## config.mk

```make
export PLATFORM = sky130hd
export DESIGN_NAME = imem_loader_flat
export DESIGN_NICKNAME = d
export VERILOG_FILES = /design/src/rtl/imem_loader_pkg.sv /design/src/rtl/imem_loader_if.sv /design/src/rtl/imem_loader_word_assembler.sv /design/src/rtl/imem_loader.sv /design/src/flat_wrapper.sv
export SDC_FILE = /design/constraint.sdc
export NUM_CORES = 1
export LEC_CHECK = 0
export BUFFER_PORTS_ARGS = -buffer_cell sky130_fd_sc_hd__buf_2
export CAP_MARGIN = 20
export CORE_ASPECT_RATIO = 0.8
export CORE_UTILIZATION = 55
export DETAILED_ROUTE_END_ITERATION = 8
export PLACE_DENSITY = 0.85
export SLEW_MARGIN = 20
export SYNTH_ARGS = -nofsm -noshare
export SYNTH_HDL_FRONTEND = slang
export SYNTH_HIERARCHICAL = 1
export SYNTH_SLANG_ARGS = --single-unit
```

## constraint.sdc

```tcl
create_clock -name clk -period 3.8 [get_ports clk]
set_input_delay 0.57 -clock clk [delete_from_list [all_inputs] [get_ports clk]]
set_output_delay 0.57 -clock clk [all_outputs]
set_load 0.03 [all_outputs]
```

## src/rtl/imem_loader_pkg.sv

```systemverilog
`default_nettype none
// ============================================================================
//  Module      : imem_loader_pkg
//  Description : Shared types and constants for the boot-time instruction
//                memory loader: FSM state encoding, word geometry and a
//                word-index to byte-address helper.
//  Revision    : 1.0 - initial release
// ============================================================================
package imem_loader_pkg;

  // Loader FSM states. Encoded explicitly so waveforms read the same across
  // tools.
  typedef enum logic [2:0] {
    LEN_LO = 3'd0,
    LEN_HI = 3'd1,
    DATA   = 3'd2,
    CHECK  = 3'd3,
    DONE   = 3'd4,
    ERROR  = 3'd5
  } state_t;

  localparam int BYTES_PER_WORD  = 4;
  localparam int WORD_BYTES_LOG2 = 2;

  // The word counter is one bit wider than the 16-bit length header, so a
  // count of 65535 can be compared and incremented without wrapping.
  localparam int WORD_CNT_W = 17;

  // Converts a word index into the matching word-aligned byte address, the
  // form the CPU uses for its PC.
  function automatic logic [WORD_CNT_W+WORD_BYTES_LOG2-1:0] word_to_byte_addr(
    input logic [WORD_CNT_W-1:0] word_idx
  );
    return {word_idx, {WORD_BYTES_LOG2{1'b0}}};
  endfunction

endpackage
`default_nettype wire

```

## src/rtl/imem_loader_if.sv

```systemverilog
`default_nettype none
// ============================================================================
//  Module      : imem_loader_if
//  Description : Bundles the loader's byte-stream input, instruction-memory
//                write port and boot status outputs.
//                  rx_valid/rx_data/rx_ready : byte stream (valid/ready)
//                  imem_we/imem_addr/imem_wdata : instruction memory write
//                  cpu_rst/done/error : CPU reset hold and load status
//                Modport slave is the loader; modport master is the
//                surrounding system (byte source and status consumer).
//  Revision    : 1.0 - initial release
// ============================================================================
interface imem_loader_if #(
  parameter int ADDR_W = 32
);

  logic              rx_valid;
  logic [7:0]        rx_data;
  logic              rx_ready;
  logic              imem_we;
  logic [ADDR_W-1:0] imem_addr;
  logic [31:0]       imem_wdata;
  logic              cpu_rst;
  logic              done;
  logic              error;

  modport slave (
    input  rx_valid,
    input  rx_data,
    output rx_ready,
    output imem_we,
    output imem_addr,
    output imem_wdata,
    output cpu_rst,
    output done,
    output error
  );

  modport master (
    output rx_valid,
    output rx_data,
    input  rx_ready,
    input  imem_we,
    input  imem_addr,
    input  imem_wdata,
    input  cpu_rst,
    input  done,
    input  error
  );

endinterface
`default_nettype wire

```

## src/rtl/imem_loader_word_assembler.sv

```systemverilog
`default_nettype none
// ============================================================================
//  Module      : word_assembler
//  Description : Packs accepted bytes into 32-bit little-endian words. The
//                first byte of a word lands in bits [7:0].
//                  clk, rst   : clock, synchronous active-high reset
//                  in_valid   : in_byte is accepted this cycle
//                  in_byte    : byte to pack
//                  word_valid : one-cycle pulse, combinational, in the cycle
//                               the fourth byte of a word is accepted
//                  word       : completed word, valid with word_valid
//  Revision    : 1.0 - initial release
// ============================================================================
module word_assembler
  import imem_loader_pkg::*;
(
  input  logic        clk,
  input  logic        rst,
  input  logic        in_valid,
  input  logic [7:0]  in_byte,
  output logic        word_valid,
  output logic [31:0] word
);

  localparam logic [WORD_BYTES_LOG2-1:0] c_last_byte =
    WORD_BYTES_LOG2'(BYTES_PER_WORD - 1);

  logic [WORD_BYTES_LOG2-1:0] r_byte_cnt;
  logic [23:0]                r_low_bytes;

  always_ff @(posedge clk) begin
    if (rst) begin
      r_byte_cnt  <= '0;
      r_low_bytes <= '0;
    end else if (in_valid) begin
      // The counter wraps naturally from the last byte back to 0.
      r_byte_cnt <= r_byte_cnt + WORD_BYTES_LOG2'(1);
      case (r_byte_cnt)
        2'd0:    r_low_bytes[7:0]   <= in_byte;
        2'd1:    r_low_bytes[15:8]  <= in_byte;
        2'd2:    r_low_bytes[23:16] <= in_byte;
        default: r_low_bytes        <= r_low_bytes;
      endcase
    end
  end

  // The top byte is taken straight from the input so the completed word is
  // available in the same cycle as its last handshake; the loader registers
  // it on the following edge.
  assign word_valid = in_valid && (r_byte_cnt == c_last_byte);
  assign word       = {in_byte, r_low_bytes};

endmodule
`default_nettype wire

```

## src/rtl/imem_loader.sv

```systemverilog
`default_nettype none
// ============================================================================
//  Module      : imem_loader
//  Description : Boot-time program loader in front of the instruction ROM.
//                Receives a frame  LEN_LO LEN_HI | 4*N payload bytes | XOR
//                checksum  over a valid/ready byte stream, writes each
//                little-endian word to word-aligned byte addresses and holds
//                the CPU in reset until the checksum has verified.
//                  clk, rst : clock, synchronous active-high reset
//                  bus      : imem_loader_if slave modport (byte stream,
//                             memory write port, cpu_rst/done/error)
//  Revision    : 1.0 - initial release
// ============================================================================
module imem_loader
  import imem_loader_pkg::*;
#(
  parameter int DEPTH_WORDS = 1024,
  parameter int ADDR_W      = 32
) (
  input  logic         clk,
  input  logic         rst,
  imem_loader_if.slave bus
);

  localparam logic [WORD_CNT_W-1:0] c_depth = WORD_CNT_W'(DEPTH_WORDS);

  state_t r_state;
  state_t w_state_next;

  logic                  w_rx_ready;
  logic                  w_hs;
  logic                  w_asm_valid;
  logic                  w_word_valid;
  logic [31:0]           w_word;
  logic [15:0]           w_len;

  logic [7:0]            r_len_lo;
  logic [WORD_CNT_W-1:0] r_len;
  logic [WORD_CNT_W-1:0] r_word_cnt;
  logic [7:0]            r_csum;

  logic                  r_we;
  logic [ADDR_W-1:0]     r_addr;
  logic [31:0]           r_wdata;
  logic                  r_cpu_rst;
  logic                  r_done;
  logic                  r_error;

  // Ready is a pure state decode so a source may test it before presenting
  // a byte.
  assign w_rx_ready  = (r_state == LEN_LO) || (r_state == LEN_HI) ||
                       (r_state == DATA)   || (r_state == CHECK);
  assign w_hs        = bus.rx_valid && w_rx_ready;
  assign w_asm_valid = w_hs && (r_state == DATA);
  assign w_len       = {bus.rx_data, r_len_lo};

  word_assembler u_word_assembler (
    .clk        (clk),
    .rst        (rst),
    .in_valid   (w_asm_valid),
    .in_byte    (bus.rx_data),
    .word_valid (w_word_valid),
    .word       (w_word)
  );

  // --------------------------------------------------------------------------
  // FSM state register
  // --------------------------------------------------------------------------
  always_ff @(posedge clk) begin
    if (rst) begin
      r_state <= LEN_LO;
    end else begin
      r_state <= w_state_next;
    end
  end

  // --------------------------------------------------------------------------
  // FSM next-state logic; every transition needs a handshake.
  // --------------------------------------------------------------------------
  always_comb begin
    w_state_next = r_state;
    case (r_state)
      LEN_LO: begin
        if (w_hs) begin
          w_state_next = LEN_HI;
        end
      end
      LEN_HI: begin
        if (w_hs) begin
          if ({1'b0, w_len} > c_depth) begin
            w_state_next = ERROR;
          end else if (w_len == 16'd0) begin
            w_state_next = CHECK;
          end else begin
            w_state_next = DATA;
          end
        end
      end
      DATA: begin
        // Leave once the final word's last byte has been accepted.
        if (w_word_valid && ((r_word_cnt + WORD_CNT_W'(1)) == r_len)) begin
          w_state_next = CHECK;
        end
      end
      CHECK: begin
        if (w_hs) begin
          w_state_next = (bus.rx_data == r_csum) ? DONE : ERROR;
        end
      end
      DONE:    w_state_next = DONE;
      ERROR:   w_state_next = ERROR;
      default: w_state_next = LEN_LO;
    endcase
  end

  // --------------------------------------------------------------------------
  // Counters, checksum and registered outputs
  // --------------------------------------------------------------------------
  always_ff @(posedge clk) begin
    if (rst) begin
      r_len_lo   <= '0;
      r_len      <= '0;
      r_word_cnt <= '0;
      r_csum     <= '0;
      r_we       <= 1'b0;
      r_addr     <= '0;
      r_wdata    <= '0;
      r_cpu_rst  <= 1'b1;
      r_done     <= 1'b0;
      r_error    <= 1'b0;
    end else begin
      if (w_hs && (r_state == LEN_LO)) begin
        r_len_lo <= bus.rx_data;
      end
      if (w_hs && (r_state == LEN_HI)) begin
        r_len <= {1'b0, w_len};
      end
      if (w_asm_valid) begin
        r_csum <= r_csum ^ bus.rx_data;
      end

      // Write port: strobe for one cycle after the last byte of a word;
      // address and data hold until the next word completes.
      r_we <= w_word_valid;
      if (w_word_valid) begin
        r_addr     <= ADDR_W'(word_to_byte_addr(r_word_cnt));
        r_wdata    <= w_word;
        r_word_cnt <= r_word_cnt + WORD_CNT_W'(1);
      end

      // DONE and ERROR are terminal, so these flags stay set until rst.
      if (w_state_next == DONE) begin
        r_done <= 1'b1;
      end
      if (w_state_next == ERROR) begin
        r_error <= 1'b1;
      end

      // Released one cycle after DONE is entered, by which point the last
      // word's write strobe has already retired.
      r_cpu_rst <= (r_state != DONE);
    end
  end

  assign bus.rx_ready   = w_rx_ready;
  assign bus.imem_we    = r_we;
  assign bus.imem_addr  = r_addr;
  assign bus.imem_wdata = r_wdata;
  assign bus.cpu_rst    = r_cpu_rst;
  assign bus.done       = r_done;
  assign bus.error      = r_error;

endmodule
`default_nettype wire

```

## src/flat_wrapper.sv

```systemverilog
// flat-port wrapper written by rule: the top's interface ports become plain ports
module imem_loader_flat import imem_loader_pkg::*;
#(
  parameter int DEPTH_WORDS = 1024,
  parameter int ADDR_W      = 32
)
  (clk, rst, bus_rx_valid, bus_rx_data, bus_rx_ready, bus_imem_we, bus_imem_addr, bus_imem_wdata, bus_cpu_rst, bus_done, bus_error);
  imem_loader_if #(.ADDR_W(ADDR_W)) bus_i ();
  input  logic clk;
  input  logic rst;
  input wire logic [$bits(bus_i.rx_valid)-1:0] bus_rx_valid;
  input wire logic [$bits(bus_i.rx_data)-1:0] bus_rx_data;
  output wire logic [$bits(bus_i.rx_ready)-1:0] bus_rx_ready;
  output wire logic [$bits(bus_i.imem_we)-1:0] bus_imem_we;
  output wire logic [$bits(bus_i.imem_addr)-1:0] bus_imem_addr;
  output wire logic [$bits(bus_i.imem_wdata)-1:0] bus_imem_wdata;
  output wire logic [$bits(bus_i.cpu_rst)-1:0] bus_cpu_rst;
  output wire logic [$bits(bus_i.done)-1:0] bus_done;
  output wire logic [$bits(bus_i.error)-1:0] bus_error;
  assign bus_i.rx_valid = bus_rx_valid;
  assign bus_i.rx_data = bus_rx_data;
  assign bus_rx_ready = bus_i.rx_ready;
  assign bus_imem_we = bus_i.imem_we;
  assign bus_imem_addr = bus_i.imem_addr;
  assign bus_imem_wdata = bus_i.imem_wdata;
  assign bus_cpu_rst = bus_i.cpu_rst;
  assign bus_done = bus_i.done;
  assign bus_error = bus_i.error;
  imem_loader #(.DEPTH_WORDS(DEPTH_WORDS), .ADDR_W(ADDR_W)) u_core (.clk(clk), .rst(rst), .bus(bus_i));
endmodule
```

==> results of run 1 <==
==> metrics by stage <==
step | worst slack [ns] | hold WS (ns) | instances
floorplan | 0.861 | 0.427 | 668
global placement | 0.745 | 0.460 | 810
detailed placement | 0.691 | 0.463 | 810
CTS | 0.899 | 0.470 | 839
global route | 0.674 | 0.484 | 839
finish | 0.833 | 0.466 | 839
==> Yosys cell counts, drive strengths merged, types with 2 or more instances <==
master,n
o21ai,4
nand3,13
nor4,6
o22ai,2
xnor2,17
nor3,12
and4,2
ha,5
xor2,32
inv,7
nand2b,37
nand2,72
clkbuf,19
nand4,9
o211ai,2
mux2i,79
or3,4
or4,2
o2111a,2
nor2b,3
nor2,84
dfxtp,131
and3,2
buf,46
a21oi,30
nor3b,2
o21a,2
and2,6
a211oi,3
==> cell type report <==
| class | count | area share, % |
|---|---|---|
| sequential | 131 | 38.8 |
| timing repair buffer | 68 | 5.22 |
| inverter | 7 | 0.389 |
| multi-input combinational | 464 | 44.7 |
| clock inverter | 6 | 1.19 |
| tap | 140 | 2.59 |
| clock buffer | 23 | 7.08 |
==> state kept, by name, summed over array words and instances, names as in the netlist, 2 cells and up <==
| signal | cells |
|---|---|
| u_core/r_len_lo | 8 |
| u_core/r_len | 16 |
| u_core/r_csum | 8 |
| u_core/r_word_cnt | 17 |
| u_core/bus.imem_addr | 17 |
| u_core/r_state | 3 |
| u_core/bus.imem_wdata | 32 |
| u_core/u_word_assembler/r_low_bytes | 24 |
| u_core/u_word_assembler/r_byte_cnt | 2 |
==> final timing paths <==
| check | endpoint | cells past startpoint | slack, ns | from |
|---|---|---|---|---|
| worst max-delay path | u_core/r_state[0]$_SDFF_PP0_ | 7 | 0.83 | u_core/r_word_cnt[0]$_SDFFE_PP0P_ |
| worst min register to register | u_core/r_len[6]$_SDFFE_PP0P_ | 2 | 0.47 | u_core/r_len[6]$_SDFFE_PP0P_ |
| worst max register to register | u_core/r_state[0]$_SDFF_PP0_ | 7 | 0.83 | u_core/r_word_cnt[0]$_SDFFE_PP0P_ |
| worst min-delay path | u_core/r_len[6]$_SDFFE_PP0P_ | 2 | 0.47 | u_core/r_len[6]$_SDFFE_PP0P_ |
==> per-layer routing <==
metal | GRT usage [%] | routed length [um] | up-vias | part of all wire (%)
met3 | 7.70 | 860 | 25 | 6.4
met1 | 30.2 | 6000 | 2239 | 45
li1 | - | - | 2233 | -
met5 | 0 | 0 | - | 0
met2 | 40.4 | 6280 | 179 | 47
met4 | 10.4 | 252 | 0 | 1.9
==> worst register-to-register path, cell delays in order, from the launching register on <==
cell,delay (ns)
dfxtp_1,0.62
ha_1,0.45
nand3_1,0.33
a211oi_1,0.47
o211ai_1,0.16
a32oi_1,0.30
nand4_1,0.19
a221oi_1,0.34
==> cells by family after synthesis <==
family	after synthesis	synth area share, %
buffers and inverters	73	7.69
muxes	80	13.2
adders and majority gates	5	1.03
DFF	131	43.3
xor gates and xnor gates	49	7.09
and+or+nand+nor	258	21.6
other	1	0.0619
AOI/OAI and AO/OA	57	5.99
==> where the power goes <==
part / switching, mW / leakage [nW] / internal [mW] / total (mW)
logic: 0.105 / 1.40 / 0.0389 / 0.144
clock network: 0.540 / 0.279 / 1.00 / 1.54
registers: 0.0154 / 1.06 / 1.39 / 1.41
==> flow_metrics.py, run 1 <==
metrics = {
    "status": {
        "status": "completed",
    },
    "grt": {
        "grt_pass1_wl_um": 21600,
        "antenna_found_initial": 0,
        "grt_pass1_vias": 4489,
        "grt_usage_pct": 24.6,
        "grt_max_degree": 107,
        "overflow": 0,
    },
    "job": {
        "drv_cap": 0,
    },
    "placement": {
        "gp_congestion": 0.912,
        "port_buffers": 64,
        "dp_hpwl_um": 8880,
        "place_area_sq_um": 6200,
    },
    "pwr": {
        "power_mw": 3.09,
        "ir_worst_vdd_mv": 0.335,
        "p_leak_nw": 2.74,
        "powerDensity_nw_per_um2": 457,
    },
    "sta": {
        "final-setup-viol-count": 0,
        "min_period_ns": 2.97,
        "slew_violations": 0,
        "hold_violations": 0,
        "max_freq_mhz": 337,
        "relSlewSlack_pct": 30.3,
        "period_share_pct": 78.1,
        "worst_pin_slew_ns": 1.04,
        "fin_tns_setup_ns": 0,
        "fin_skew_ns": 0.00512,
        "rsz0062_at_grt": "false",
    },
    "drt": {
        "via_count": 4676,
        "wirelength_um": 13400,
        "drtIter0Drc": 364,
        "wire_per_inst_um": 16.0,
        "drtAntennaViolNets": 0,
        "drt_first_pass_iters": 5,
        "vias_per_cell": 5.57,
        "drc": 0,
    },
    "synth": {
        "ys_ff_latch": 131,
        "ys_seq_area_share_pct": 43.3,
        "ys.flop_type": "dfxtp_1",
        "yosys_warnings": 6,
        "post_synth.cell_area_avg_sq_um": 9.26,
        "yosys.area.top_type": "dfxtp_1",
        "syn-cell-area_sq_um": 6050,
        "synthTopCellsByArea": "dfxtp_1 (43%), mux2i_1 (13%), nor2_1 (5.2%)",
        "ys_types": 62,
        "syn_inst": 654,
        "async_flop_share_pct": 0,
        "synth_top_area_share_pct": 43.3,
        "synth_edf_count": 0,
    },
    "layout": {
        "layout.nets": 705,
        "multi_input_area_sq_um": 3020,
        "layout_common_cells": "dfxtp_1 (131), nor2_1 (84), mux2i_1 (79)",
        "n_fill_cell": 830,
        "num_antenna_cells": 0,
        "design_area_sq_um": 6760,
        "ff_latch_area_sq_um": 2620,
        "layout_commonest_cell": "dfxtp_1",
        "post-route-util_pct": 64.4,
        "areaGrowthSynthToFinish_pct": 11.6,
        "drive_above_1_share_pct": 15.6,
    },
    "critical_path": {
        "crit_required_ns": 4.10,
        "end_kind": "flip-flop",
        "slowest_delay_ns": 0.62,
        "path_buf_inv": 0,
        "worstPathArrival_ns": 3.27,
        "cpMaxStageDelayCell": "dfxtp_1",
        "crit_family": "compound AO/OA/AOI/OAI gates",
        "cp_max_fo": 11,
        "startpoint_type": "flip-flop",
        "path_cells": "ha_1, nand3_1, a211oi_1, o211ai_1, a32oi_1, nand4_1, a221oi_1",
        "path_class": "reg2reg",
    },
    "clocking": {
        "htree_levels": 4,
        "cts.repair.resized": 0,
        "cts-root-buf": "clkbuf_16",
        "cts_tree": "built",
        "clkLatencyLatePin_ns": 0.41,
        "clk_path_buf_depth": 2,
        "postCtsHoldBufs": 0,
        "cts_sinks": 131,
        "clkTransAtPathRegs_ns": 0.05,
        "numCtsBuffers": 17,
        "cts_setup_buffers": 0,
    },
    "die": {
        "die-width_um": 119,
        "dieHeight_um": 95.8,
        "core-area_sq_um": 10500,
        "dieArea_sq_um": 11400,
        "start_util_pct": 57.7,
        "rows": 33,
        "io-pin-count": 80,
    },
    "min_path": {
        "hold_class": "reg2reg",
    },
}
Power figures use the tool's default switching activity.
==> inputs of run 2 (changes only) <==
--- a/config.mk
+++ b/config.mk
@@ -5,6 +5,7 @@
 export SDC_FILE = /design/constraint.sdc
 export NUM_CORES = 1
 export LEC_CHECK = 0
+export ABC_AREA = 1
 export BUFFER_PORTS_ARGS = -buffer_cell sky130_fd_sc_hd__buf_2
 export CAP_MARGIN = 20
 export CORE_ASPECT_RATIO = 0.8
==> constraint.sdc (replaced) <==
create_clock -name clk -period 3 [get_ports clk]
set_input_delay 0.45 -clock clk [delete_from_list [all_inputs] [get_ports clk]]
set_output_delay 0.45 -clock clk [all_outputs]
set_load 0.03 [all_outputs]
==> flow_metrics.py, run 2 <==
metrics = {
    "sta": {
        "setup_ws_ns": 0.874,
        "worst_pin_slew_ns": 0.783,
        "hold_violations": 0,
        "fin_tns_setup_ns": 0,
        "rsz0062_at_grt": "false",
        "slew_violations": 0,
        "fin_skew_ns": 0.00778,
        "min_period_ns": 2.13,
        "period_share_pct": 70.9,
        "relSlewSlack_pct": 47.8,
        "final-setup-viol-count": 0,
        "max_freq_mhz": 470,
    },
    "die": {
        "start_util_pct": 57.2,
        "core-area_sq_um": 10400,
        "rows": 33,
        "dieArea_sq_um": 11200,
        "die-width_um": 118,
        "dieHeight_um": 94.9,
        "io-pin-count": 80,
    },
    "synth": {
        "yosys_warnings": 6,
        "ys_seq_area_share_pct": 44.2,
        "synth_commonest_cells": "nor2_1 (161), nand2_1 (142), dfxtp_1 (131)",
        "ys.flop_type": "dfxtp_1",
        "ys_types": 29,
        "syn_inst": 856,
        "synth_top_area_share_pct": 44.2,
        "synth_edf_count": 0,
        "synthTopCellsByArea": "dfxtp_1 (44%), nor2_1 (10%), nand2_1 (9.0%)",
        "async_flop_share_pct": 0,
        "synth.most_common_cell": "nor2_1",
        "syn-cell-area_sq_um": 5930,
        "yosys.area.top_type": "dfxtp_1",
        "ys_ff_latch": 131,
        "post_synth.cell_area_avg_sq_um": 6.93,
    },
    "critical_path": {
        "reg2reg_to": "u_core/bus.error$_SDFFE_PP0N_",
        "path_class": "reg2reg",
        "startpoint_type": "flip-flop",
        "cp_max_fo": 5,
        "reg2reg_depth": 11,
        "r2r_start": "u_core/r_word_cnt[0]$_SDFFE_PP0P_",
        "end_kind": "flip-flop",
        "r2r_slack_ns": 0.87,
        "crit_required_ns": 3.34,
        "worstPathArrival_ns": 2.47,
    },
    "layout": {
        "areaGrowthSynthToFinish_pct": 13.9,
        "layout.nets": 918,
        "design_area_sq_um": 6750,
        "drive_above_1_share_pct": 12.2,
        "stdcell_count": 1055,
        "post-route-util_pct": 65.2,
        "num_antenna_cells": 0,
        "layout_commonest_cell": "nor2_1",
        "layout_common_cells": "nor2_1 (161), nand2_1 (142), dfxtp_1 (131)",
        "largest_reg_flops": 32,
    },
    "clocking": {
        "htree_levels": 4,
        "clk_path_buf_depth": 2,
        "clkTransAtPathRegs_ns": 0.05,
        "cts.repair.resized": 0,
        "numCtsBuffers": 17,
        "cts_setup_buffers": 0,
        "cts_tree": "built",
        "cts_sinks": 131,
        "cts-root-buf": "clkbuf_16",
        "postCtsHoldBufs": 0,
        "clkLatencyLatePin_ns": 0.41,
    },
    "min_path": {
        "min_to": "u_core/r_state[1]$_SDFF_PP0_",
        "hold_class": "in2reg",
        "hp-start": "bus_rx_valid",
        "worstHoldPathCells": 4,
    },
    "drt": {
        "via_count": 5545,
        "vias_per_cell": 5.26,
        "wire_per_inst_um": 13.5,
        "drtAntennaViolNets": 0,
        "drt_first_pass_iters": 6,
        "wl_met2_um": 6140,
        "top_layer": "met4",
        "wl_met3_um": 1070,
        "wl_met1_um": 6820,
        "drc": 0,
        "wirelength_um": 14200,
        "drtIter0Drc": 625,
    },
    "pwr": {
        "p_leak_nw": 3.32,
        "ir_worst_vdd_mv": 0.419,
        "powerDensity_nw_per_um2": 582,
    },
    "job": {
        "drv_cap": 0,
    },
    "grt": {
        "grt_usage_pct": 26.9,
        "antenna_found_initial": 0,
        "grt_pass1_vias": 4862,
        "overflow": 0,
        "grt_max_degree": 90,
        "grt_pass1_wl_um": 23600,
    },
    "placement": {
        "port_buffers": 64,
        "place_inst": 1023,
        "pre_cts_slack_ns": 0.911,
        "gp_congestion": 0.905,
        "dp_hpwl_um": 9210,
        "place_area_sq_um": 6210,
    },
    "status": {
        "status": "completed",
    },
}
[run 2: cell count changes after synthesis, moves of 9 or more]
| cell | previous run | this run |
|---|---|---|
| nor3_1 | 11 | 2 |
| inv_1 | 7 | 103 |
| nand2b_1 | 37 | 0 |
| mux2i_1 | 79 | 0 |
| nand2_1 | 70 | 142 |
| xnor2_1 | 17 | 6 |
| buf_6 | 10 | 0 |
| nand3_1 | 12 | 50 |
| a21oi_1 | 30 | 60 |
| nor2_1 | 84 | 161 |
| o21ai_0 | 4 | 92 |
| xor2_1 | 32 | 2 |
[run 2: kinds of logic after synthesis]
logic type,Yosys count,synth area share [%]
simple gates,382,26.7
compound gates,166,14.6
buf+inv,163,12.2
flops,131,44.2
xor+xnor,8,1.18
fa+ha+maj,5,1.05
other cells,1,0.0632
[run 2: worst max path at each step]
stage	from	to	slack, ns	cells past startpoint
4_1_cts	u_core/r_word_cnt[0]$_SDFFE_PP0P_	u_core/bus.error$_SDFFE_PP0N_	0.93	11
5_1_grt	u_core/r_state[2]$_SDFF_PP0_	u_core/bus.error$_SDFFE_PP0N_	0.63	15
3_3_place_gp	bus_rx_valid	u_core/bus.error$_SDFFE_PP0N_	0.91	15
3_5_place_dp	bus_rx_valid	u_core/bus.error$_SDFFE_PP0N_	0.91	15
2_1_floorplan	u_core/r_state[2]$_SDFF_PP0_	u_core/bus.error$_SDFFE_PP0N_	0.48	17
6_report	u_core/r_word_cnt[0]$_SDFFE_PP0P_	u_core/bus.error$_SDFFE_PP0N_	0.87	11
[run 2: through the flow]
| step | total power, mW | hold slack, ns |
|---|---|---|
| 4_1_cts | 3.94 | 0.402 |
| 2_1_floorplan | 2.02 | 0.406 |
| 6_report | 3.93 | 0.414 |
| 3_5_place_dp | 2.07 | 0.438 |
| 5_1_grt | 4.06 | 0.407 |
| 3_3_place_gp | 2.06 | 0.432 |
[run 2: layer usage]
| metal | vias up | track usage (%) |
|---|---|---|
| met5 | - | 0 |
| met4 | 0 | 8.23 |
| met3 | 18 | 5.86 |
| met2 | 255 | 41.3 |
| met1 | 2489 | 37.9 |
| li1 | 2783 | - |
[run 2: worst max-delay path: stages, from the launching register on]
cell      delay, ns
dfxtp_1        0.41
ha_1           0.26
nand3_1        0.21
nor2_1         0.32
nand4_1        0.16
nand3_1        0.12
nand2_1        0.05
nor2_1         0.08
nand3_1        0.12
o21bai_1       0.14
nand2_1        0.07
a21oi_2        0.11
[run 2: final cells by class]
cell class              count  area (sq um)
repair buffers             70           378
inverters                 106           398
clock buffers              22           454
fillers                   915          3610
flip-flops and latches    131          2620
clock inverters            10          85.1
multi-input cells         576          2640
well taps                 140           175
[run 2: power breakdown]
| part | total [mW] | switching [mW] | internal (mW) |
|---|---|---|---|
| Clock | 1.89 | 0.738 | 1.15 |
| Sequential | 1.80 | 0.0225 | 1.78 |
| Combinational | 0.241 | 0.178 | 0.0628 |
| Total | 3.93 | 0.939 | 2.99 |
